==> src/rtl/reset_sequencer.sv <==
// Staged reset release from PLL lock: peripherals first, CPU last.
// Re-enters reset on lock loss or software request and records the cause.
module reset_sequencer #(
  parameter int LOCK_STABLE_CYCLES = 1024,
  parameter int CPU_DELAY_CYCLES   = 16,
  parameter int SW_RESET_CYCLES    = 64
) (
  input  logic       clk_in,
  input  logic       reset_n_in,
  input  logic       locked_in,
  input  logic       sw_reset_req_in,
  output logic       periph_reset_out,
  output logic       cpu_reset_out,
  output logic       ready_out,
  output logic [1:0] reset_cause_out
);

  localparam int MAXC = (LOCK_STABLE_CYCLES > CPU_DELAY_CYCLES)
    ? ((LOCK_STABLE_CYCLES > SW_RESET_CYCLES)
       ? LOCK_STABLE_CYCLES : SW_RESET_CYCLES)
    : ((CPU_DELAY_CYCLES > SW_RESET_CYCLES)
       ? CPU_DELAY_CYCLES : SW_RESET_CYCLES);
  localparam int CW = ($clog2(MAXC) < 1) ? 1 : $clog2(MAXC);

  localparam logic [CW-1:0] LOCK_LAST = CW'(LOCK_STABLE_CYCLES - 1);
  localparam logic [CW-1:0] CPU_LAST  = CW'(CPU_DELAY_CYCLES - 1);
  localparam logic [CW-1:0] SW_LAST   = CW'(SW_RESET_CYCLES - 1);

  localparam logic [1:0] CAUSE_EXT  = 2'b00;
  localparam logic [1:0] CAUSE_LOCK = 2'b01;
  localparam logic [1:0] CAUSE_SW   = 2'b10;

  typedef enum logic [2:0] {
    WAIT_LOCK,
    STABLE,
    PERIPH,
    RUN,
    SW_RESET
  } state_t;

  state_t        state_q, state_d;
  logic [CW-1:0] cnt_q, cnt_d;
  logic [1:0]    cause_q, cause_d;
  logic          sync1_q, lock_s_q;
  logic          periph_q, periph_d;
  logic          cpu_q, cpu_d;
  logic          ready_q, ready_d;

  always_ff @(posedge clk_in or negedge reset_n_in) begin
    if (!reset_n_in) begin
      sync1_q  <= 1'b0;
      lock_s_q <= 1'b0;
    end else begin
      sync1_q  <= locked_in;
      lock_s_q <= sync1_q;
    end
  end

  always_comb begin
    state_d = state_q;
    cnt_d   = cnt_q;
    cause_d = cause_q;
    unique case (state_q)
      WAIT_LOCK: begin
        if (lock_s_q) state_d = STABLE;
      end
      STABLE: begin
        cnt_d = cnt_q + 1'b1;
        if (!lock_s_q) state_d = WAIT_LOCK;
        else if (cnt_q == LOCK_LAST) state_d = PERIPH;
      end
      PERIPH: begin
        cnt_d = cnt_q + 1'b1;
        if (cnt_q == CPU_LAST) state_d = RUN;
      end
      RUN: begin
        if (sw_reset_req_in) begin
          state_d = SW_RESET;
          cause_d = CAUSE_SW;
        end
      end
      SW_RESET: begin
        cnt_d = cnt_q + 1'b1;
        if (cnt_q == SW_LAST) state_d = PERIPH;
      end
      default: state_d = WAIT_LOCK;
    endcase
    // Lock loss overrides every other transition
    if (!lock_s_q && state_q != WAIT_LOCK) begin
      state_d = WAIT_LOCK;
      if (state_q != STABLE) cause_d = CAUSE_LOCK;
    end
    if (state_d != state_q) cnt_d = '0;
  end

  always_comb begin
    periph_d = 1'b1;
    cpu_d    = 1'b1;
    ready_d  = 1'b0;
    unique case (1'b1)
      state_d == PERIPH: periph_d = 1'b0;
      state_d == RUN: begin
        periph_d = 1'b0;
        cpu_d    = 1'b0;
        ready_d  = 1'b1;
      end
      default: ;
    endcase
  end

  always_ff @(posedge clk_in or negedge reset_n_in) begin
    if (!reset_n_in) begin
      state_q  <= WAIT_LOCK;
      cnt_q    <= '0;
      cause_q  <= CAUSE_EXT;
      periph_q <= 1'b1;
      cpu_q    <= 1'b1;
      ready_q  <= 1'b0;
    end else begin
      state_q  <= state_d;
      cnt_q    <= cnt_d;
      cause_q  <= cause_d;
      periph_q <= periph_d;
      cpu_q    <= cpu_d;
      ready_q  <= ready_d;
    end
  end

  assign periph_reset_out = periph_q;
  assign cpu_reset_out    = cpu_q;
  assign ready_out        = ready_q;
  assign reset_cause_out  = cause_q;

endmodule

==> config.mk <==
export PLATFORM = sky130hd
export DESIGN_NAME = reset_sequencer
export DESIGN_NICKNAME = d
export VERILOG_FILES = /design/src/rtl/reset_sequencer.sv
export SDC_FILE = /design/constraint.sdc
export NUM_CORES = 1
export LEC_CHECK = 0
export ABC_AREA = 0
export ABC_CLOCK_PERIOD_IN_PS = 2730
export CAP_MARGIN = 20
export CORE_MARGIN = 2
export CORE_UTILIZATION = 51
export CTS_CLUSTER_DIAMETER = 60
export DETAILED_ROUTE_END_ITERATION = 10
export PLACE_DENSITY_LB_ADDON = 0.3
export SYNTH_ARGS = -nofsm -noshare
export SYNTH_HDL_FRONTEND = slang
export SYNTH_SLANG_ARGS = --single-unit
==> constraint.sdc <==
create_clock -name clk_in -period 2.73 [get_ports clk_in]
set_clock_uncertainty 0.05 [all_clocks]
set_input_delay 0.4095 -clock clk_in [delete_from_list [all_inputs] [get_ports clk_in]]
set_output_delay 0.4095 -clock clk_in [all_outputs]
set_load 0.005 [all_outputs]
# Yosys cells after proc, flatten, opt, wreduce, memory -nomap -nowiden
# Cells that the tools add are included.
# W data, S select, Z words.
[word_totals]
output_inout_bits = 5
ff_bits = 20
in_bits = 4
[classes]
n_addsub = 1
n_mux = 17
n_reduce_logical = 7
eq_ne = 11
[op_table]
columns = ["cell", "n"]
rows = [
  ["$mux W3", 7],
  ["$mux W10", 2],
  ["$pmux W3 S5", 1],
  ["$eq A3 B2 Y1 const B", 4],
  ["$add A10 B1 Y10 const B", 1],
  ["$eq A10 B10 Y1 const B", 1],
  ["$eq A10 B4 Y1 const B", 1],
  ["$eq A10 B6 Y1 const B", 1],
  ["$mux W2", 4],
  ["$eq A3 B1 Y1 const B", 1],
  ["$eq A3 B3 Y1 const B", 1],
  ["$logic_not A3 Y1", 1],
  ["$mux W1", 3],
  ["$ne A3 B1 Y1 const B", 1],
  ["$ne A3 B3 Y1", 1],
  ["$reduce_bool A3 Y1", 1],
  ["$reduce_or A3 Y1", 1],
  ["$reduce_bool A2 Y1", 1],
  ["$reduce_or A2 Y1", 1],
  ["$logic_and A1 B1 Y1", 1],
  ["$logic_not A1 Y1", 1],
]

# Depth between registers and ports, before layout
# Gate-level depths: netlist of run 1.
[depth]
depth_word = 8
ltp_mapped = 7
ltp_nobuf = 6

# Worst setup path after synthesis of run 1
# No wires, ideal clock.
[synth_path]
path_type = "reg2reg"
from = "register cnt_q[7]"
to = "register cnt_q[6]"
n_path_buf = 1
arrival_ps = 1743
setup_time_ps = 89
setup_slack_ps = 848
stages_incl_launch_ff = 7
cell_sequence = "dfrtp_1 -> nor4_2 -> nor3b_4 -> a221oi_2 -> o221a_1 -> buf_6 -> a211oi_4"
[synth_between]
elab_chain_cells = 7
elab_cells_between_ends = 12
classes_between = "eq/ne: 4; mux: 7; reduce/logical: 1"
[synth_lines]
columns = ["element", "line_no", "rtl"]
rows = [
  ["start: declaration", "42", "logic [CW-1:0] cnt_q, cnt_d;"],
  ["start signal: assignment", "121", "cnt_q <= cnt_d;"],
  ["$eq A10 B10 Y1", "70", "else if (cnt_q == LOCK_LAST) state_d = PERIPH;"],
  ["$mux W3", "70", ""],
  ["$mux W3", "69", "if (!lock_s_q) state_d = WAIT_LOCK;"],
  ["$pmux W3 S5 *", "63", "unique case (state_q)"],
  ["$mux W3 *", "89", "if (!lock_s_q && state_q != WAIT_LOCK) begin"],
  ["$ne A3 B3 Y1 *", "93", "if (state_d != state_q) cnt_d = '0;"],
  ["$mux W10 / $reduce_bool A2 Y1 (equally long branches)", "--", ""],
]
# Mark *: on every way between the ends. The rest lies on a longest branch, timed or not.
# A chain may end at the register's enable or synchronous reset.

# Final worst setup path of run 1
# Ends and elaborated chain as after synthesis.

==> key figures, run 1 <==
Power
  • Worst VDD drop: 0.314 mV
  • Post-route total power: 614 uW
  • Sequential power share: 0.514
  • Internal: 474 uW
  • Switching pwr: 140 uW
  • Cell Pwr Density: 466 nW/um^2
  • Clock power frac: 0.395
  • P_leak: 0.000507 uW
  • Comb pwr share: 0.091
  • Switching Fraction: 0.229

Placement
  • Dpl cell area: 1260 sq um
  • Port Buffers: 8
  • GP Congestion: 0.852
  • Post-detail-place hpwl: 1520 um
  • Post-Place Setup Slack: 0.521 ns

Drt
  • Drt total wl: 2170 um
  • Routed vias: 868
  • Routed wire length per instance: 14.4 um
  • Routed Antenna Nets: 0
  • Via density: 5.75
  • Drt first pass iters: 4
  • DRC violations left: 0
  • Initial DRC Count: 10

Timing
  • Worst setup margin: 0.569 ns
  • Final worst path period need: 2.16 ns
  • TNS Setup: 0 ns
  • Worst-Margin Slew: 0.870 ns
  • Slew Limit Fails: 0
  • Setup violators final: 0
  • F_max: 463 MHz
  • Final number of hold-violating endpoints: 0
  • RSZ-0062 raised after global routing: no
  • Crit share post-route: 0.792
  • Worst slew margin: 0.418

Logic synthesis
  • Mapped Area: 1180 sq um
  • Post-Synth Adder-Cell Area: 0.0106
  • Synth Area in Compound Gates: 0.159
  • Post-synthesis net count: 120
  • Main flop type after synthesis: dfrtp_1
  • Yosys top cell area share: 0.380
  • Syn Area/Cell: 10.3 sq um
  • Post-synthesis xor/xnor area fraction: 0.0665
  • Fraction of synthesized area in multiplexers: 0.00845
  • Register area share after synthesis: 0.424
  • Cell taking the most area after synthesis: dfrtp_1
  • Post-synth EDFFs: 0
  • Yosys cell types: 41
  • Flops & latches, synth: 20
  • Total number of yosys warnings: 0
  • Fraction of registers with async set/reset: 1.00
  • Post-Synth Simple-Gate Area: 0.266
  • Post-Syn Instances: 115
  • Synth area leaders: dfrtp_1 38%, nor3_2 7.6%, dfstp_2 4.4%, xnor2_1 4.4%, inv_1 2.9%
  • Largest family of logic cells by synthesized area: simple AND/OR/NAND/NOR gates

Global route
  • Largest net degree at the start of global routing: 21
  • GRT overflow: 0
  • First-pass GRT wire length: 3810 um
  • Vias in the first global route: 867
  • Initial antenna violation count: 0
  • Gr usage total: 0.195

Layout
  • Reg area: 503 sq um
  • Share of layout cells above drive strength 1: 0.203
  • Fin area: 1320 sq um
  • Fill cells: 185
  • Post-Route Utilization: 0.596
  • Multi-input logic area: 606 sq um
  • # diodes: 0
  • Layout Nets: 129
  • P&R area growth vs syn: 11.2%

Critical path
  • Setup CP Type: reg2reg
  • R2R Path Start: cnt_q[7]
  • Crit. End Element: flip-flop
  • Critical-path maximum fanout: 10
  • R2R depth: 6
  • R2r setup slk: 0.57 ns
  • CP required: 2.91 ns
  • Critical path arrival: 2.34 ns
  • RR Endpoint: cnt_q[6]
  • CP startpoint kind: flip-flop
  • Crit path from: cnt_q[7]

CTS
  • Total CTS buffers: 3
  • H-tree depth: 1
  • Clock transition at path regs: 0.11 ns
  • Post-CTS resize count: 0
  • Worst-skew pair later-pin latency: 0.30 ns
  • Post-CTS setup buffers: 0
  • Clk root buf: clkbuf_4
  • CTS max path bufs: 2
  • CTS tree: yes
  • Post-CTS Hold Buffers: 0
  • Clock Sinks: 20

Floorplan
  • Rows: 17
  • Core ar.: 2210 sq um
  • Chip height: 52.2 um
  • IO Pins: 9
  • Die Wd: 52.2 um
  • Die ar.: 2720 sq um
  • Starting density of the core: 0.536

Min path
  • Hold/Removal Path Class: reg2reg
  • Worst hold path depth: 0
  • Hold Crit Start: sync1_q
  • Worst Hold End: lock_s_q

Job
  • Max Cap Viol: 0

Run status
  • Status: finished clean
[state kept, by name, indices dropped and copies added (netlist names)]
register	cells
cnt_q	10
cpu_reset_out	1
lock_s_q	1
periph_reset_out	1
ready_out	1
reset_cause_out	2
state_q	3
sync1_q	1
[power groups by stage]
stage	logic, uW	clock network [uW]	registers [uW]
final	55.9	243	315
after detailed placement	56.8	0	321
after global routing	63.1	267	317
after CTS	57.2	249	315
after global placement	54.4	0	320
after floorplan	45.2	0	315
[placed cells by master (no fill, tap or decap), types with 2 or more instances in the layout]
master and instances:
a31oi_1 3, and3_1 2, clkbuf_4 3, clkdlybuf4s50_1 8, dfrtp_1 18, dfstp_2 2, inv_1 9, nand2_1 8
nand3_1 2, nand4_1 3, nor2_1 8, nor3_1 6, nor3_2 9, nor4_1 2, nor4_2 2, o21ai_0 4
o21ai_1 2, xnor2_1 6, xor2_1 3
[layout make-up]
cell class / instances / share of cell area
tap: 28 / 0.0266
clock buffer: 3 / 0.0171
multi-input combinational: 81 / 0.460
timing repair buffer: 9 / 0.0665
sequential: 20 / 0.382
clock inverter: 1 / 0.0228
inverter: 9 / 0.0256
[layer usage]
metal | global-route usage | vias up | wire, um
met4 | 0.0726 | 0 | 25
li1 | - | 430 | -
met3 | 0.0600 | 2 | 79
met2 | 0.306 | 14 | 1020
met1 | 0.252 | 422 | 1040
met5 | 0 | - | 0
[logic make-up after synthesis]
logic type                 count (synthesis)
AOI/OAI and AO/OA                         22
xor gates and xnor gates                   9
adders and majority gates                  1
buffers and inverters                     14
DFF                                       20
muxes                                      1
and+or+nand+nor                           48
[through the flow]
| stage | std cells | hold WS [ns] |
|---|---|---|
| global route | 151 | 0.338 |
| CTS | 151 | 0.331 |
| floorplan | 115 | 0.0639 |
| finish | 151 | 0.321 |
| global placement | 147 | 0.283 |
| detailed placement | 147 | 0.303 |
[worst max-delay path, cell delays in order (launching register included)]
cell and delay [ns]:
dfrtp_1 0.46, nor4_2 0.41, nor3b_4 0.37, a221oi_2 0.14, o221a_1 0.26, buf_4 0.20, a211oi_4 0.20
[cell usage after synthesis (2+ instances only)]
library cell / n
nand4_1: 3
nor3_2: 9
nor3_1: 6
o21ai_0: 4
nand2_1: 8
o21ai_1: 2
nor2_1: 8
a31oi_1: 3
nor4_1: 2
nor4_2: 2
xnor2_1: 6
inv_1: 9
and3_1: 2
dfstp_2: 2
buf_6: 3
nand3_1: 2
dfrtp_1: 18
xor2_1: 3
[worst max-delay path by stage]
stage,to,slack [ns],depth (start not counted)
floorplan,cnt_q[6],0.85,6
global placement,cnt_q[0],0.55,7
detailed placement,cnt_q[9],0.52,7
CTS,cnt_q[6],0.56,6
global route,cnt_q[6],0.44,6
finish,cnt_q[6],0.57,6
Power figures use the tool's default switching activity.
==> inputs of run 2 (changes only) <==
--- a/config.mk
+++ b/config.mk
@@ -6,7 +6,7 @@
 export NUM_CORES = 1
 export LEC_CHECK = 0
 export ABC_AREA = 0
-export ABC_CLOCK_PERIOD_IN_PS = 2730
+export ABC_CLOCK_PERIOD_IN_PS = 2200
 export CAP_MARGIN = 20
 export CORE_MARGIN = 2
 export CORE_UTILIZATION = 51
==> constraint.sdc (replaced) <==
create_clock -name clk_in -period 2.2 [get_ports clk_in]
set_clock_uncertainty 0.05 [all_clocks]
set_input_delay 0.33 -clock clk_in [delete_from_list [all_inputs] [get_ports clk_in]]
set_output_delay 0.33 -clock clk_in [all_outputs]
set_load 0.005 [all_outputs]
==> run 2 against run 1 <==
Effect of this change: wire length up 1.8%; final area up 4.5%; fmax up 5.5%; setup slack worse by 0.42 ns; final cell count up 4.0%; non-clock buffer count up 6.
==> key figures, run 2 (synthesis results as in run 1) <==
Run status
  • Status: finished clean (unchanged)

CTS
  • Clock transition at path regs: 0.10 ns (was 0.11 ns)
  • Total CTS buffers: 3 (unchanged)
  • CTS max path bufs: 2 (unchanged)
  • Worst-skew pair later-pin latency: 0.29 ns (was 0.30 ns)
  • CTS tree: yes (unchanged)
  • H-tree depth: 1 (unchanged)
  • Clock Sinks: 20 (unchanged)
  • Clk root buf: clkbuf_4 (unchanged)

Global route
  • Initial antenna violation count: 0 (unchanged)
  • Largest net degree at the start of global routing: 21 (unchanged)
  • Vias in the first global route: 884 (was 867)
  • GRT overflow: 0 (unchanged)
  • First-pass GRT wire length: 4020 um (was 3810 um)
  • Gr usage total: 0.203 (was 0.195)

Job
  • Max Cap Viol: 0 (unchanged)

Timing
  • Worst slew margin: 0.510 (was 0.418)
  • Final worst path period need: 2.05 ns (was 2.16 ns)
  • Worst-Margin Slew: 0.730 ns (was 0.870 ns)
  • Setup violators final: 0 (unchanged)
  • F_max: 488 MHz (was 463 MHz)
  • Final number of hold-violating endpoints: 0 (unchanged)
  • RSZ-0062 raised after global routing: no (unchanged)
  • Slew Limit Fails: 0 (unchanged)
  • Crit share post-route: 0.932 (was 0.792)
  • Worst setup margin: 0.151 ns (was 0.569 ns)
  • TNS Setup: 0 ns (unchanged)

Critical path
  • R2R Path Start: cnt_q[0] (was cnt_q[7])
  • CP required: 2.36 ns (was 2.91 ns)
  • R2R depth: 7 (was 6)
  • Critical path arrival: 2.21 ns (was 2.34 ns)
  • Setup CP Type: reg2reg (unchanged)
  • CP startpoint kind: flip-flop (unchanged)
  • Critical-path maximum fanout: 10 (unchanged)
  • Crit. End Element: flip-flop (unchanged)
  • R2r setup slk: 0.15 ns (was 0.57 ns)
  • RR Endpoint: cnt_q[6] (unchanged)

Placement
  • Dpl cells: 153 (was 147)
  • Post-Place Setup Slack: 0.149 ns (was 0.521 ns)
  • Dpl cell area: 1340 sq um (was 1260 sq um)
  • Port Buffers: 8 (unchanged)
  • Post-detail-place hpwl: 1630 um (was 1520 um)
  • GP Congestion: 0.798 (was 0.852)

Floorplan
  • Chip height: 52.2 um (unchanged)
  • Die ar.: 2720 sq um (unchanged)
  • Die Wd: 52.2 um (unchanged)
  • Core ar.: 2210 sq um (unchanged)
  • Starting density of the core: 0.536 (unchanged)
  • Rows: 17 (unchanged)
  • IO Pins: 9 (unchanged)

Layout
  • Register name with the most flops: cnt_q (unchanged)
  • Fin area: 1380 sq um (was 1320 sq um)
  • Share of layout cells above drive strength 1: 0.248 (was 0.203)
  • Commonest non-fill, non-tap cell in the layout: dfrtp_1 (unchanged)
  • P&R area growth vs syn: 16.2% (was 11.2%)
  • Non-Filler Instances: 157 (was 151)
  • # diodes: 0 (unchanged)
  • Post-Route Utilization: 0.622 (was 0.596)
  • Max reg flops: 10 (unchanged)
  • Layout Nets: 135 (was 129)
  • Commonest cells after routing, fill and taps aside: 18 x dfrtp_1, 10 x nor3_2, 9 x inv_1 (was 18 x dfrtp_1, 9 x inv_1, 9 x nor3_2)

Drt
  • Initial DRC Count: 26 (was 10)
  • Routed Antenna Nets: 0 (unchanged)
  • DRC violations left: 0 (unchanged)
  • Drt total wl: 2210 um (was 2170 um)
  • Routed vias: 915 (was 868)
  • Drt first pass iters: 4 (unchanged)
  • Routed wire length per instance: 14.1 um (was 14.4 um)
  • Via density: 5.83 (was 5.75)

Min path
  • Hold Crit Start: sync1_q (unchanged)
  • Worst Hold End: lock_s_q (unchanged)
  • Worst hold path depth: 0 (unchanged)
  • Hold/Removal Path Class: reg2reg (unchanged)

Power
  • P_leak: 0.000538 uW (was 0.000507 uW)
  • Worst VDD drop: 0.407 mV (was 0.314 mV)
  • Cell Pwr Density: 492 nW/um^2 (was 466 nW/um^2)
-- run 2: through the flow --
| stage | hold WS (ns) | power (uW) |
|---|---|---|
| floorplan | -0.0156 | 447 |
| global placement | 0.282 | 478 |
| detailed placement | 0.286 | 481 |
| CTS | 0.312 | 693 |
| global route | 0.324 | 719 |
| finish | 0.308 | 678 |
-- run 2: layout make-up --
type / count / area [sq um]
Clock buffer: 4 / 36.3
Fill cell: 193 / 836
Inverter: 9 / 33.8
Multi-Input combinational cell: 81 / 611
Sequential cell: 20 / 503
Tap cell: 28 / 35.0
Timing Repair Buffer: 15 / 158
-- run 2: worst max-delay path by stage --
stage                           from        to  slack, ns  cells past startpoint
after CTS                 state_q[2]  cnt_q[6]       0.13                      6
after floorplan             cnt_q[7]  cnt_q[6]       0.32                      6
after global placement      cnt_q[0]  cnt_q[6]       0.18                      7
final                       cnt_q[0]  cnt_q[6]       0.15                      7
after global routing        cnt_q[0]  cnt_q[6]       0.02                      7
after detailed placement  state_q[2]  cnt_q[6]       0.15                      6
-- run 2: routing by layer --
metal / share of wire / vias up / GRT usage
met5: 0 / - / 0
met3: 0.023 / 2 / 0.0171
li1: - / 444 / -
met2: 0.50 / 13 / 0.338
met1: 0.47 / 456 / 0.269
met4: 0.010 / 0 / 0.0897
-- run 2: power by group --
group / switching [uW] / total [uW] / internal, uW
Combinational: 48.9 / 85.6 / 36.7
Clock: 104 / 205 / 101
Sequential: 10.2 / 388 / 377
Total: 163 / 678 / 515
-- run 2: critical path: stages (launching register included) --
cell and delay (ns):
dfrtp_1 0.41, ha_1 0.23, nand2_1 0.13, nor4_2 0.39, a221oi_2 0.12, o221a_1 0.28, buf_12 0.16, a211oi_4 0.20
-- run 2: timing repair --
action,in CTS,in global routing
resized for setup,0,1
endpoints found under the setup margin,0,5
setup buffers,0,0
hold buffers,0,0
==> inputs of run 3 (changes only) <==
--- a/config.mk
+++ b/config.mk
@@ -8,11 +8,13 @@
 export ABC_AREA = 0
 export ABC_CLOCK_PERIOD_IN_PS = 2200
 export CAP_MARGIN = 20
+export CORE_ASPECT_RATIO = 2
 export CORE_MARGIN = 2
-export CORE_UTILIZATION = 51
+export CORE_UTILIZATION = 30
 export CTS_CLUSTER_DIAMETER = 60
 export DETAILED_ROUTE_END_ITERATION = 10
 export PLACE_DENSITY_LB_ADDON = 0.3
+export REMOVE_ABC_BUFFERS = 1
 export SYNTH_ARGS = -nofsm -noshare
 export SYNTH_HDL_FRONTEND = slang
 export SYNTH_SLANG_ARGS = --single-unit
==> constraint.sdc (replaced) <==
create_clock -name clk_in -period 2.2 [get_ports clk_in]
set_clock_uncertainty 0.05 [all_clocks]
set_input_delay 0.33 -clock clk_in [delete_from_list [all_inputs] [get_ports clk_in]]
set_output_delay 0.33 -clock clk_in [all_outputs]
set_load 0.05 [all_outputs]
==> run 3 against run 2 <==
Effect of this change: clock power is 78% higher; sequential share of layout area is 2.1 points lower; register-to-register slack hardly changed; critical path type unchanged; first-iteration DRC count is 85% lower; worst hold slack worse by 0.0064 ns; via count is 2.7% higher; largest cell class unchanged; sequential power hardly changed.
==> key figures, run 3 (synthesis results as in run 1) <==
Floorplan
  • Die Wd: 48.4 um (was 52.2 um)
  • Core ar.: 3800 sq um (was 2210 sq um)
  • IO Pins: 9 (unchanged)
  • Die ar.: 4500 sq um (was 2720 sq um)
  • Starting density of the core: 0.312 (was 0.536)
  • Chip height: 92.9 um (was 52.2 um)
  • Rows: 32 (was 17)

Timing
  • Crit share post-route: 0.930 (was 0.932)
  • F_max: 489 MHz (was 488 MHz)
  • TNS Setup: 0 ns (unchanged)
  • Final worst path period need: 2.05 ns (about the same)
  • Worst-Margin Slew: 0.711 ns (was 0.730 ns)
  • Setup violators final: 0 (unchanged)
  • Slew Limit Fails: 0 (unchanged)
  • Worst slew margin: 0.523 (was 0.510)
  • RSZ-0062 raised after global routing: no (unchanged)
  • Final number of hold-violating endpoints: 0 (unchanged)
  • Hold WS: 0.301 ns (was 0.308 ns)

Global route
  • Largest net degree at the start of global routing: 13 (was 21)
  • Initial antenna violation count: 0 (unchanged)
  • Gr usage total: 0.131 (was 0.203)
  • Vias in the first global route: 1046 (was 884)
  • First-pass GRT wire length: 4540 um (was 4020 um)
  • GRT overflow: 0 (unchanged)

Power
  • P_leak: 0.000569 uW (was 0.000538 uW)
  • Clock power frac: 0.434 (was 0.302)
  • Worst VDD drop: 0.286 mV (was 0.407 mV)
  • Post-route total power: 841 uW (was 678 uW)
  • Comb pwr share: 0.105 (was 0.126)
  • Switching pwr: 184 uW (was 163 uW)
  • Switching Fraction: 0.219 (was 0.240)
  • Sequential power share: 0.460 (was 0.572)
  • Internal: 657 uW (was 515 uW)
  • Cell Pwr Density: 576 nW/um^2 (was 492 nW/um^2)

Layout
  • # diodes: 0 (unchanged)
  • Commonest cells after routing, fill and taps aside: 18 x dfrtp_1, 9 x inv_1, 9 x nor3_2 (was 18 x dfrtp_1, 10 x nor3_2, 9 x inv_1)
  • Commonest non-fill, non-tap cell in the layout: dfrtp_1 (unchanged)
  • Max reg flops: 10 (unchanged)
  • P&R area growth vs syn: 23.1% (was 16.2%)
  • Fill cells: 380 (was 193)
  • Layout Nets: 137 (was 135)
  • Share of layout cells above drive strength 1: 0.252 (was 0.248)
  • Register name with the most flops: cnt_q (unchanged)

Critical path
  • Critical Path, Cell by Cell: ha_1 -> nand2_1 -> nor4_2 -> a221oi_2 -> o221a_1 -> buf_12 -> nor3_2 (was ha_1 -> nand2_1 -> nor4_2 -> a221oi_2 -> o221a_1 -> buf_12 -> a211oi_4)
  • Critical path arrival: 2.17 ns (was 2.21 ns)
  • R2R Path Start: cnt_q[0] (unchanged)
  • Slowest library cell on the worst path: dfrtp_1 (unchanged)
  • R2r setup slk: 0.15 ns (about the same)
  • Crit-path leading delay family: simple AND/OR/NAND/NOR gates (was compound AO/OA/AOI/OAI gates)
  • Crit path from: cnt_q[0] (unchanged)
  • R2R depth: 7 (unchanged)
  • CP startpoint kind: flip-flop (unchanged)
  • RR Endpoint: cnt_q[9] (was cnt_q[6])
  • Crit. End Element: flip-flop (unchanged)
  • WP buf/inv: 1 (unchanged)
  • Critical-path maximum fanout: 10 (unchanged)
  • Crit. path cell count: 7 (unchanged)
  • Setup CP Type: reg2reg (unchanged)
  • Critical Path End: cnt_q[9] (was cnt_q[6])
  • Critical Path Max Stage Delay: 0.39 ns (was 0.41 ns)
  • CP required: 2.33 ns (was 2.36 ns)

CTS
  • Clock transition at path regs: 0.07 ns (was 0.10 ns)
  • CTS tree: yes (unchanged)
  • Clock Sinks: 20 (unchanged)
  • H-tree depth: 1 (unchanged)
  • Worst-skew pair later-pin latency: 0.26 ns (was 0.29 ns)
  • Post-CTS setup buffers: 0 (unchanged)
  • Total CTS buffers: 3 (unchanged)
  • CTS max path bufs: 2 (unchanged)
  • Clk root buf: clkbuf_8 (was clkbuf_4)

Job
  • Max Cap Viol: 0 (unchanged)

Drt
  • Drt total wl: 2630 um (was 2210 um)
  • Routed Antenna Nets: 0 (unchanged)
  • Drt first pass iters: 4 (unchanged)
  • Routed wire length per instance: 14.5 um (was 14.1 um)
  • Initial DRC Count: 4 (was 26)
  • Routed vias: 940 (was 915)
  • Via density: 5.16 (was 5.83)
  • DRC violations left: 0 (unchanged)

Placement
  • GP Congestion: 0.807 (was 0.798)
  • Post-detail-place hpwl: 2160 um (was 1630 um)
  • Port Buffers: 8 (unchanged)

Min path
  • Hold/Removal Path Class: reg2reg (unchanged)

Run status
  • Status: finished clean (unchanged)
==> run 3: how the worst min path moves through the flow <==
stage / startpoint / end / slack [ns] / cells past startpoint
2_1_floorplan: reset_n_in / cnt_q[0] / -0.02 / 0
3_3_place_gp: sync1_q / lock_s_q / 0.29 / 0
3_5_place_dp: sync1_q / lock_s_q / 0.28 / 0
4_1_cts: sync1_q / lock_s_q / 0.30 / 0
5_1_grt: sync1_q / lock_s_q / 0.33 / 0
6_report: sync1_q / lock_s_q / 0.30 / 0
==> run 3: final cells by class <==
class                      instances  area, sq um  share of cell area
clock buffer                       3         41.3              0.0283
clock inverter                     1         30.0              0.0206
inverter                           9         33.8              0.0232
multi-input combinational         81          614               0.421
sequential                        20          503               0.345
tap                               51         63.8              0.0437
timing repair buffer              17          173               0.118
==> run 3: metrics by stage <==
step | instance area (sq um) | setup WS (ns) | util | instances
after CTS | 1450 | 0.0689 | 0.381 | 182
after global placement | 1380 | 0.192 | 0.363 | 178
after detailed placement | 1380 | 0.0956 | 0.363 | 178
after global routing | 1460 | 0.0179 | 0.384 | 182
after floorplan | 1140 | 0.196 | - | 110
final | 1460 | 0.154 | 0.384 | 182
==> run 3: per-layer routing <==
layer	vias up	track usage	routed length (um)
met5	-	0	0
met4	0	0.102	142
met3	13	0.0274	53
met2	17	0.266	1620
met1	468	0.102	816
li1	442	-	-
==> run 3: timing repair <==
| item | in CTS | in global routing |
|---|---|---|
| gates resized for setup | 0 | 1 |
| hold endpoints to repair | 0 | 0 |
| hold buffers | 0 | 0 |
| endpoints found under the setup margin | 0 | 4 |
==> run 3: power groups by stage <==
stage,Clock (uW),Sequential [uW],Combinational [uW]
floorplan,0,395,46.5
global placement,0,393,86.7
detailed placement,0,394,89.4
CTS,377,387,89.9
global route,391,388,99.1
finish,365,387,88.7
